===== src/rtl/mirfak_mdu_ctrl.sv =====
// mirfak_mdu_ctrl: sequenced RV32M multiply/divide unit for the execute stage.
// One op at a time; 32 single-bit iterations over a shared 64-bit accumulator.
// Multiply is LSB-first shift-add, divide is MSB-first restoring shift-subtract.
module mirfak_mdu_ctrl #(
  parameter bit ENABLE_MULTDIV  = 1'b1,
  parameter bit FAST_DIV_CORNER = 1'b1
) (
  input  logic        clk_i,
  input  logic        rst_i,
  input  logic [2:0]  mdu_op_i,
  input  logic [31:0] mdu_dat1_i,
  input  logic [31:0] mdu_dat2_i,
  input  logic        mdu_enable_i,
  input  logic        mdu_kill_i,
  output logic [31:0] mdu_result_o,
  output logic        mdu_ack_o,
  output logic        mdu_stall_o
);

  typedef enum logic [1:0] {S_IDLE, S_MUL, S_DIV, S_DONE} state_t;

  state_t      state_q, state_d;
  logic [2:0]  op_q, op_d;
  logic [31:0] a_q, a_d;        // rs1 magnitude
  logic [31:0] b_q, b_d;        // rs2 magnitude
  logic [63:0] acc_q, acc_d;
  logic [4:0]  cnt_q, cnt_d;
  logic        last_q, last_d;  // all 32 iterations done, next cycle finalizes
  logic        neg_q, neg_d;    // negate product / quotient
  logic        negr_q, negr_d;  // negate remainder (dividend sign)
  logic        ack_q, ack_d;
  logic [31:0] res_q, res_d;

  // operand decode at accept
  logic        s1_en, s2_en, sgn1, sgn2, div0_in, ovf_in, fast;
  logic [31:0] mag1, mag2, fast_res;
  // iteration datapath
  logic [32:0] mul_sum, div_sh, div_rem;
  logic        div_ge;
  logic [63:0] mul_next, div_next, prod;
  logic [31:0] quo, rem, final_res;

  // Operand signs/magnitudes and the corner-case shortcut, from live inputs.
  always_comb begin
    s1_en    = !(mdu_op_i == 3'b011 || mdu_op_i == 3'b101 || mdu_op_i == 3'b111);
    s2_en    = (mdu_op_i == 3'b001 || mdu_op_i == 3'b100 || mdu_op_i == 3'b110);
    sgn1     = s1_en & mdu_dat1_i[31];
    sgn2     = s2_en & mdu_dat2_i[31];
    mag1     = sgn1 ? (~mdu_dat1_i + 32'd1) : mdu_dat1_i;
    mag2     = sgn2 ? (~mdu_dat2_i + 32'd1) : mdu_dat2_i;
    div0_in  = (mdu_dat2_i == 32'd0);
    ovf_in   = !mdu_op_i[0] && mdu_dat1_i == 32'h8000_0000 && mdu_dat2_i == 32'hFFFF_FFFF;
    fast     = FAST_DIV_CORNER && mdu_op_i[2] && (div0_in || ovf_in);
    if (div0_in) fast_res = mdu_op_i[1] ? mdu_dat1_i : 32'hFFFF_FFFF;
    else         fast_res = mdu_op_i[1] ? 32'd0 : 32'h8000_0000;
  end

  // One iteration step for each datapath and the signed result select.
  always_comb begin
    mul_sum  = {1'b0, acc_q[63:32]} + {1'b0, (b_q[cnt_q] ? a_q : 32'd0)};
    mul_next = {mul_sum, acc_q[31:1]};
    // remainder < divisor always holds, so 33 bits cover the shifted value
    div_sh   = {acc_q[63:32], a_q[~cnt_q]};
    div_ge   = (div_sh >= {1'b0, b_q});
    div_rem  = div_ge ? (div_sh - {1'b0, b_q}) : div_sh;
    div_next = {div_rem[31:0], acc_q[30:0], div_ge};
    prod     = neg_q ? (~acc_q + 64'd1) : acc_q;
    quo      = neg_q ? (~acc_q[31:0] + 32'd1) : acc_q[31:0];
    rem      = negr_q ? (~acc_q[63:32] + 32'd1) : acc_q[63:32];
    case (op_q)
      3'b000:                 final_res = prod[31:0];
      3'b001, 3'b010, 3'b011: final_res = prod[63:32];
      3'b100, 3'b101:         final_res = quo;
      default:                final_res = rem;
    endcase
  end

  // Next-state logic for the FSM and its datapath registers.
  always_comb begin
    state_d = state_q;
    op_d    = op_q;
    a_d     = a_q;
    b_d     = b_q;
    acc_d   = acc_q;
    cnt_d   = cnt_q;
    last_d  = last_q;
    neg_d   = neg_q;
    negr_d  = negr_q;
    res_d   = res_q;
    ack_d   = 1'b0;
    case (state_q)
      S_IDLE: begin
        if (ENABLE_MULTDIV && mdu_enable_i && !mdu_kill_i) begin
          op_d   = mdu_op_i;
          // divide-by-zero must give all-ones regardless of dividend sign
          neg_d  = (sgn1 ^ sgn2) & !(mdu_op_i[2] && div0_in);
          negr_d = sgn1;
          a_d    = mag1;
          b_d    = mag2;
          acc_d  = 64'd0;
          cnt_d  = 5'd0;
          last_d = 1'b0;
          if (fast) begin
            state_d = S_DONE;
            ack_d   = 1'b1;
            res_d   = fast_res;
          end else begin
            state_d = mdu_op_i[2] ? S_DIV : S_MUL;
          end
        end
      end
      S_MUL, S_DIV: begin
        if (mdu_kill_i) begin
          state_d = S_IDLE;
        end else if (last_q) begin
          state_d = S_DONE;
          ack_d   = 1'b1;
          res_d   = final_res;
        end else begin
          acc_d  = (state_q == S_MUL) ? mul_next : div_next;
          cnt_d  = cnt_q + 5'd1;
          last_d = (cnt_q == 5'd31);
        end
      end
      default: state_d = S_IDLE;
    endcase
  end

  // State and datapath registers; async reset clears everything.
  always_ff @(posedge clk_i or posedge rst_i) begin
    if (rst_i) begin
      state_q <= S_IDLE;
      op_q    <= 3'd0;
      a_q     <= 32'd0;
      b_q     <= 32'd0;
      acc_q   <= 64'd0;
      cnt_q   <= 5'd0;
      last_q  <= 1'b0;
      neg_q   <= 1'b0;
      negr_q  <= 1'b0;
      ack_q   <= 1'b0;
      res_q   <= 32'd0;
    end else begin
      state_q <= state_d;
      op_q    <= op_d;
      a_q     <= a_d;
      b_q     <= b_d;
      acc_q   <= acc_d;
      cnt_q   <= cnt_d;
      last_q  <= last_d;
      neg_q   <= neg_d;
      negr_q  <= negr_d;
      ack_q   <= ack_d;
      res_q   <= res_d;
    end
  end

  assign mdu_ack_o    = ack_q;
  assign mdu_result_o = res_q;
  assign mdu_stall_o  = ENABLE_MULTDIV && mdu_enable_i && !ack_q && !mdu_kill_i;

endmodule


===== config.mk =====
export PLATFORM = sky130hd
export DESIGN_NAME = mirfak_mdu_ctrl
export DESIGN_NICKNAME = d
export VERILOG_FILES = /design/src/rtl/mirfak_mdu_ctrl.sv
export SDC_FILE = /design/constraint.sdc
export NUM_CORES = 1
export LEC_CHECK = 0
export BUFFER_PORTS_ARGS = -buffer_cell sky130_fd_sc_hd__buf_2
export CORE_MARGIN = 2
export CORE_UTILIZATION = 50
export DETAILED_ROUTE_END_ITERATION = 8
export PLACE_DENSITY = 0.7
export SETUP_SLACK_MARGIN = 0.1
export SLEW_MARGIN = 20
export SYNTH_ARGS = -nofsm -noshare
export SYNTH_HDL_FRONTEND = slang
export SYNTH_SLANG_ARGS = --single-unit

===== constraint.sdc =====
create_clock -name clk_i -period 5 [get_ports clk_i]
set_input_delay 0.5 -clock clk_i [delete_from_list [all_inputs] [get_ports clk_i]]
set_output_delay 0.5 -clock clk_i [all_outputs]
set_load 0.1 [all_outputs]

# Word level (Yosys, flattened, before mapping)
# Index checks and enable logic that the tools add are counted.
[word_totals] regBits=174 in_bits=71 elab_cells=127
[classes] addsub=8 order_cmp=3 n_eq_ne=22 n_mux=44 bitwise=10 n_reduce_logical=29
[op_table] operator="$mux W32" n=13
[op_table] operator="$mux W64" n=5
[op_table] operator="$add A32 B1 Y32 const B" n=4
[op_table] operator="$not A32 Y32" n=4
[op_table] operator="$pmux W64 S2" n=1
[op_table] operator="$pmux W32 S3" n=1
[op_table] operator="$add A64 B1 Y64 const B" n=1
[op_table] operator="$eq A32 B32 Y1 const B" n=2
[op_table] operator="$not A64 Y64" n=1
[op_table] operator="$pmux W32 S2" n=1
[op_table] operator="$add A32 B32 Y33" n=1
[op_table] operator="$ge A33 B32 Y1" n=1
[op_table] operator="$logic_not A32 Y1" n=1
[op_table] operator="$sub A32 B32 Y32" n=1
[op_table] operator="$eq A3 B3 Y1 const B" n=6
[op_table] operator="$mux W5" n=3
[op_table] operator="$lt A5 B6 Y1 const B" n=2
[op_table] operator="$bmux W1 S5" n=2
[op_table] operator="$mux W2" n=5
[op_table] operator="$ne A2 B2 Y1 const B" n=5
[op_table] operator="$pmux W5 S2" n=1
[op_table] operator="$eq A3 B2 Y1 const B" n=3
[op_table] operator="$mux W1" n=9
[op_table] operator="$logic_and A1 B1 Y1" n=7
[op_table] operator="other kinds (22)" n=36

# Longest topological paths before layout
[logic_depth] word_depth=9 ltp_mapped=21 ltp_nobuf=18

# Least setup slack after synthesis
# OpenSTA, ideal clock, no wires.
[synth_timing] path_type="register to register" start="register cnt_q[0]" end="register acc_q[61]" arrival_time_ns=4.772 setup_slack_ns=0.102 path_stages_with_launch=22 path_buffers=3 synth_period_minus_slack_ns=4.898 path_cell_list="dfrtp_1 clkbuf_1 clkbuf_1 mux2i_1 o221ai_1 o22ai_1 a211oi_1 a21oi_1 clkbuf_1 nor2b_1 ha_1 inv_1 fa_1 nor2b_1 o2111ai_1 a21boi_0 o21ai_0 o211ai_1 nand3_1 o211ai_1 xor2_1 a221o_1"
[synth_between] elab_chain_cells=9
[synth_rtl] element="start: declaration" line="27" rtl="logic [4:0] cnt_q, cnt_d;"
[synth_rtl] element="start signal: assignment" line="149" rtl="cnt_q <= cnt_d;"
[synth_rtl] element="$not A5 Y5" line="63" rtl="div_sh = {acc_q[63:32], a_q[~cnt_q]};"
[synth_rtl] element="$bmux W1 S5" line="63"
[synth_rtl] element="$mux W1 (not written as such)" line="63"
[synth_rtl] element="$sub A32 B32 Y32 or $ge A33 B32 Y1 (tied branches)" line="65, 64"
[synth_rtl] element="$mux W32" line="65" rtl="div_rem = div_ge ? (div_sh - {1'b0, b_q}) : div_sh;"
[synth_rtl] element="$mux W64 (*)" line="120" rtl="acc_d = (state_q == S_MUL) ? mul_next : div_next;"
[synth_rtl] element="$mux W64 (*)" line="115" rtl="end else if (last_q) begin"
[synth_rtl] element="$mux W64 (*)" line="113" rtl="if (mdu_kill_i) begin"
[synth_rtl] element="$pmux W64 S2 (*)" line="91" rtl="case (state_q)"
[synth_rtl] element="end signal: assignment" line="136" rtl="acc_q <= 64'd0;"
[synth_rtl] element="end signal: assignment" line="148" rtl="acc_q <= acc_d;"
[synth_rtl] element="end: declaration" line="26" rtl="logic [63:0] acc_q, acc_d;"
# Every way passes the cells marked *; elsewhere a longest branch is shown, timed or not. The select of a mux whose other input is x is not followed.
# A chain may end at the register's enable or synchronous reset.

# Worst setup path after layout
[layout_timing] start="register cnt_q[1]" end="register acc_q[61]"
# Same word-level chain as after synthesis.

==> metrics <==
TritonCTS clock tree done; area share of the largest cell type after synthesis 0.275; Die X 182 um; Post-Syn Instances 2008; syn_area_per_cell 7.88 um2; status finished clean; std cell rows 65; Leakage 0.00759 uW; largest net degree at the start of global routing 136; initial DRC count 1887; CTS Buf Count 17; Post-synth ARST share 1.00; layout cells sized above 1 0.113; min cycle time layout 4.70 ns; layout net count 2190; register bit count reported by yosys 174; Clock Latency Late Sink 0.46 ns; Avg Vias per Cell 6.41; Core Area 0.0314 mm2; Sum Neg Setup Slack 0 ns; Synth cell types 75; Place WS 0.304 ns; startpoint types register; critical path endpoint category register; gpl congestion 0.979; CTS sink count 174; clk_skew 0.0111 ns; Initial Util 0.504; WL per Instance 22.5 um; RSZ-0062 raised after global routing yes; YS warnings 0; CTS Root Cell clkbuf_16; CP Data Required Time 5.35 ns; Max FO, Critical Path 8; sequential share of the synthesized area 0.275; most area-hungry cell type in the Yosys netlist dfrtp_1; setup violators final 0; clock power share 0.100; clock slew seen by the registers of the worst setup and hold paths 0.08 ns; Worst Tran Pin Value 1.06 ns; slew margin rel. 0.293; Sw Ratio 0.560; Final period util 0.939; Post-synth EDFFs 0; Detailed Place HPWL 42.4 mm; Routed WL 55.3 mm; Seq pwr share 0.198; cell-by-cell trace of the critical path nand2b_2 -> o221ai_1 -> o22ai_1 -> a211oi_1 -> a21oi_2 -> nor2b_1 -> ha_1 -> inv_1 -> fa_1 -> nor2b_1 -> o2111ai_1 -> a21boi_1 -> o21ai_0 -> o211ai_1 -> nand3_1 -> o211ai_1 -> xor2_1 -> a221o_1; most common cell after layout, fill and taps aside o21ai_0; router iterations before antenna repair 8; VDD IR max 0.000593 V; slowest CP cell dfrtp_1; port bufs 104; Die Y 182 um; Top Ports 105; Pwr Density 773 mW/mm2; Max Clock Freq 213 MHz; Clock Path Buffers 2; first-pass GRT wire length 84.9 mm; level count of the clock H-tree 4; Worst EP arrival 5.05 ns; Routed Antenna Nets 0; grt ovf 0; maxcap violations 0; Pint 5900 uW; Slew Viols, Final 0; combinational share of power 0.702; Synth area leaders dfrtp_1, o21ai_0, nand2_1; Total Routing Usage GR 0.333; initial antenna violation count 4; commonest non-fill, non-tap cells in the layout o21ai_0, nand2_1, dfrtp_1; Area Overhead vs Synth 9.47%; Worst Setup Slack, final 0.304 ns; via total after detailed routing 15800; Remaining DRCs 0; vias in the first global route 14400; Net Switching 7500 uW; Post-Syn Nets 2156; Die ar. 0.0331 mm2; Crit path largest cell delay 0.48 ns; synthesized area 0.0158 mm2; Final Hold Viols 0; # fillers 2922; critical path class register to register; hold buffer count at CTS 0; ys flop type dfrtp_1; Hold/Removal Path Class input port to async pin
## stage by stage
stage	instances	hold slack, ns	total power (uW)	util	instance area (um2)
detailed placement	2423	0.466	11800	0.533	16700
CTS	2455	0.221	13200	0.551	17300
global route	2457	0.257	14300	0.552	17300
floorplan	2008	0.459	9110	-	15800
global placement	2423	0.460	11700	0.533	16700
finish	2458	0.197	13400	0.552	17300
## cells by family after synthesis
| kind of cell | synth area share |
|---|---|
| compound gates | 0.265 |
| simple gates | 0.186 |
| buf+inv | 0.0503 |
| xor+xnor | 0.0979 |
| flops | 0.275 |
| mux | 0.0633 |
| fa+ha+maj | 0.0618 |
## area by class of cell
type	count	area, um2	share of cell area
Clock inverter	13	124	0.00715
Antenna cell	1	2.50	0.000144
Multi-Input combinational cell	1625	10700	0.619
Sequential cell	174	4350	0.251
Timing Repair Buffer	147	881	0.0508
Inverter	77	293	0.0169
Tap cell	402	503	0.0290
Clock buffer	19	443	0.0256
## sequential cells by signal, indices dropped and copies added, names as in the netlist
register and flops:
op_q 3, acc_q 64, mdu_result_o 32, state_q 2, neg_q 1, last_q 1, b_q 32, negr_q 1
mdu_ack_o 1, a_q 32, cnt_q 5
## final timing paths
kind	to	slack, ns	cells past startpoint	start
worst min register to register	mdu_result_o[17]	0.48	2	mdu_result_o[17]
worst max-delay path	acc_q[61]	0.30	18	cnt_q[1]
worst max register to register	acc_q[61]	0.30	18	cnt_q[1]
worst min-delay path	acc_q[17]	0.20	2	rst_i
min in group clk_i	b_q[27]	0.36	3	mdu_dat2_i[27]
max in group asynchronous	b_q[1]	3.75	3	rst_i
## cells in the mapped netlist (all sizes together) (7+ instances only)
cell and count:
inv 77, nand3 33, or4 15, xor2 91, a21oi 118, a211oi 13
xnor2 86, o31ai 35, o21a 15, nor2 99, o21ai 267, ha 75
a21o 36, and2 8, nand4 18, nor4 15, a22oi 14, mux4 8
o221ai 14, nor3 36, a22o 15, dfrtp 174, or2 12, o41ai 17
a221o 7, or3 23, nor2b 52, mux2i 75, a31oi 19, clkbuf 121
o211ai 12, nand2 254, o21bai 11, nand2b 16, nand3b 10, buf 11
o22ai 24, and3 10
## layer usage
metal	wire (um)	global-route usage	vias up
li1	-	-	7346
met1	23900	0.468	7535
met2	24200	0.502	754
met3	5450	0.0832	111
met4	1710	0.114	6
met5	40	0	-
## power by group through the flow
stage | clock (uW) | combinational (uW) | sequential, uW
finish | 1340 | 9410 | 2650
global route | 1400 | 10200 | 2700
CTS | 1350 | 9190 | 2620
detailed placement | 0 | 9140 | 2650
global placement | 0 | 9060 | 2630
floorplan | 0 | 6300 | 2810
## critical path: cells and delay by family (launching register included)
family	cells	cell delay, ns
adder cells (fa/ha/maj)	2	0.64
XOR/XNOR	1	0.10
AO/OA/AOI/OAI	10	2.34
AND/OR/NAND/NOR	4	0.95
flip-flops	1	0.48
buffers and inverters	1	0.06
## timing repair
| action | 4_1_cts | 5_1_grt |
|---|---|---|
| endpoints found under the hold margin | 0 | 0 |
| endpoints found under the setup margin | 0 | 8 |
| buffers inserted | 0 | 2 |
| gates resized for setup | 0 | 4 |
Note: power is estimated with default switching activity, not from simulation.
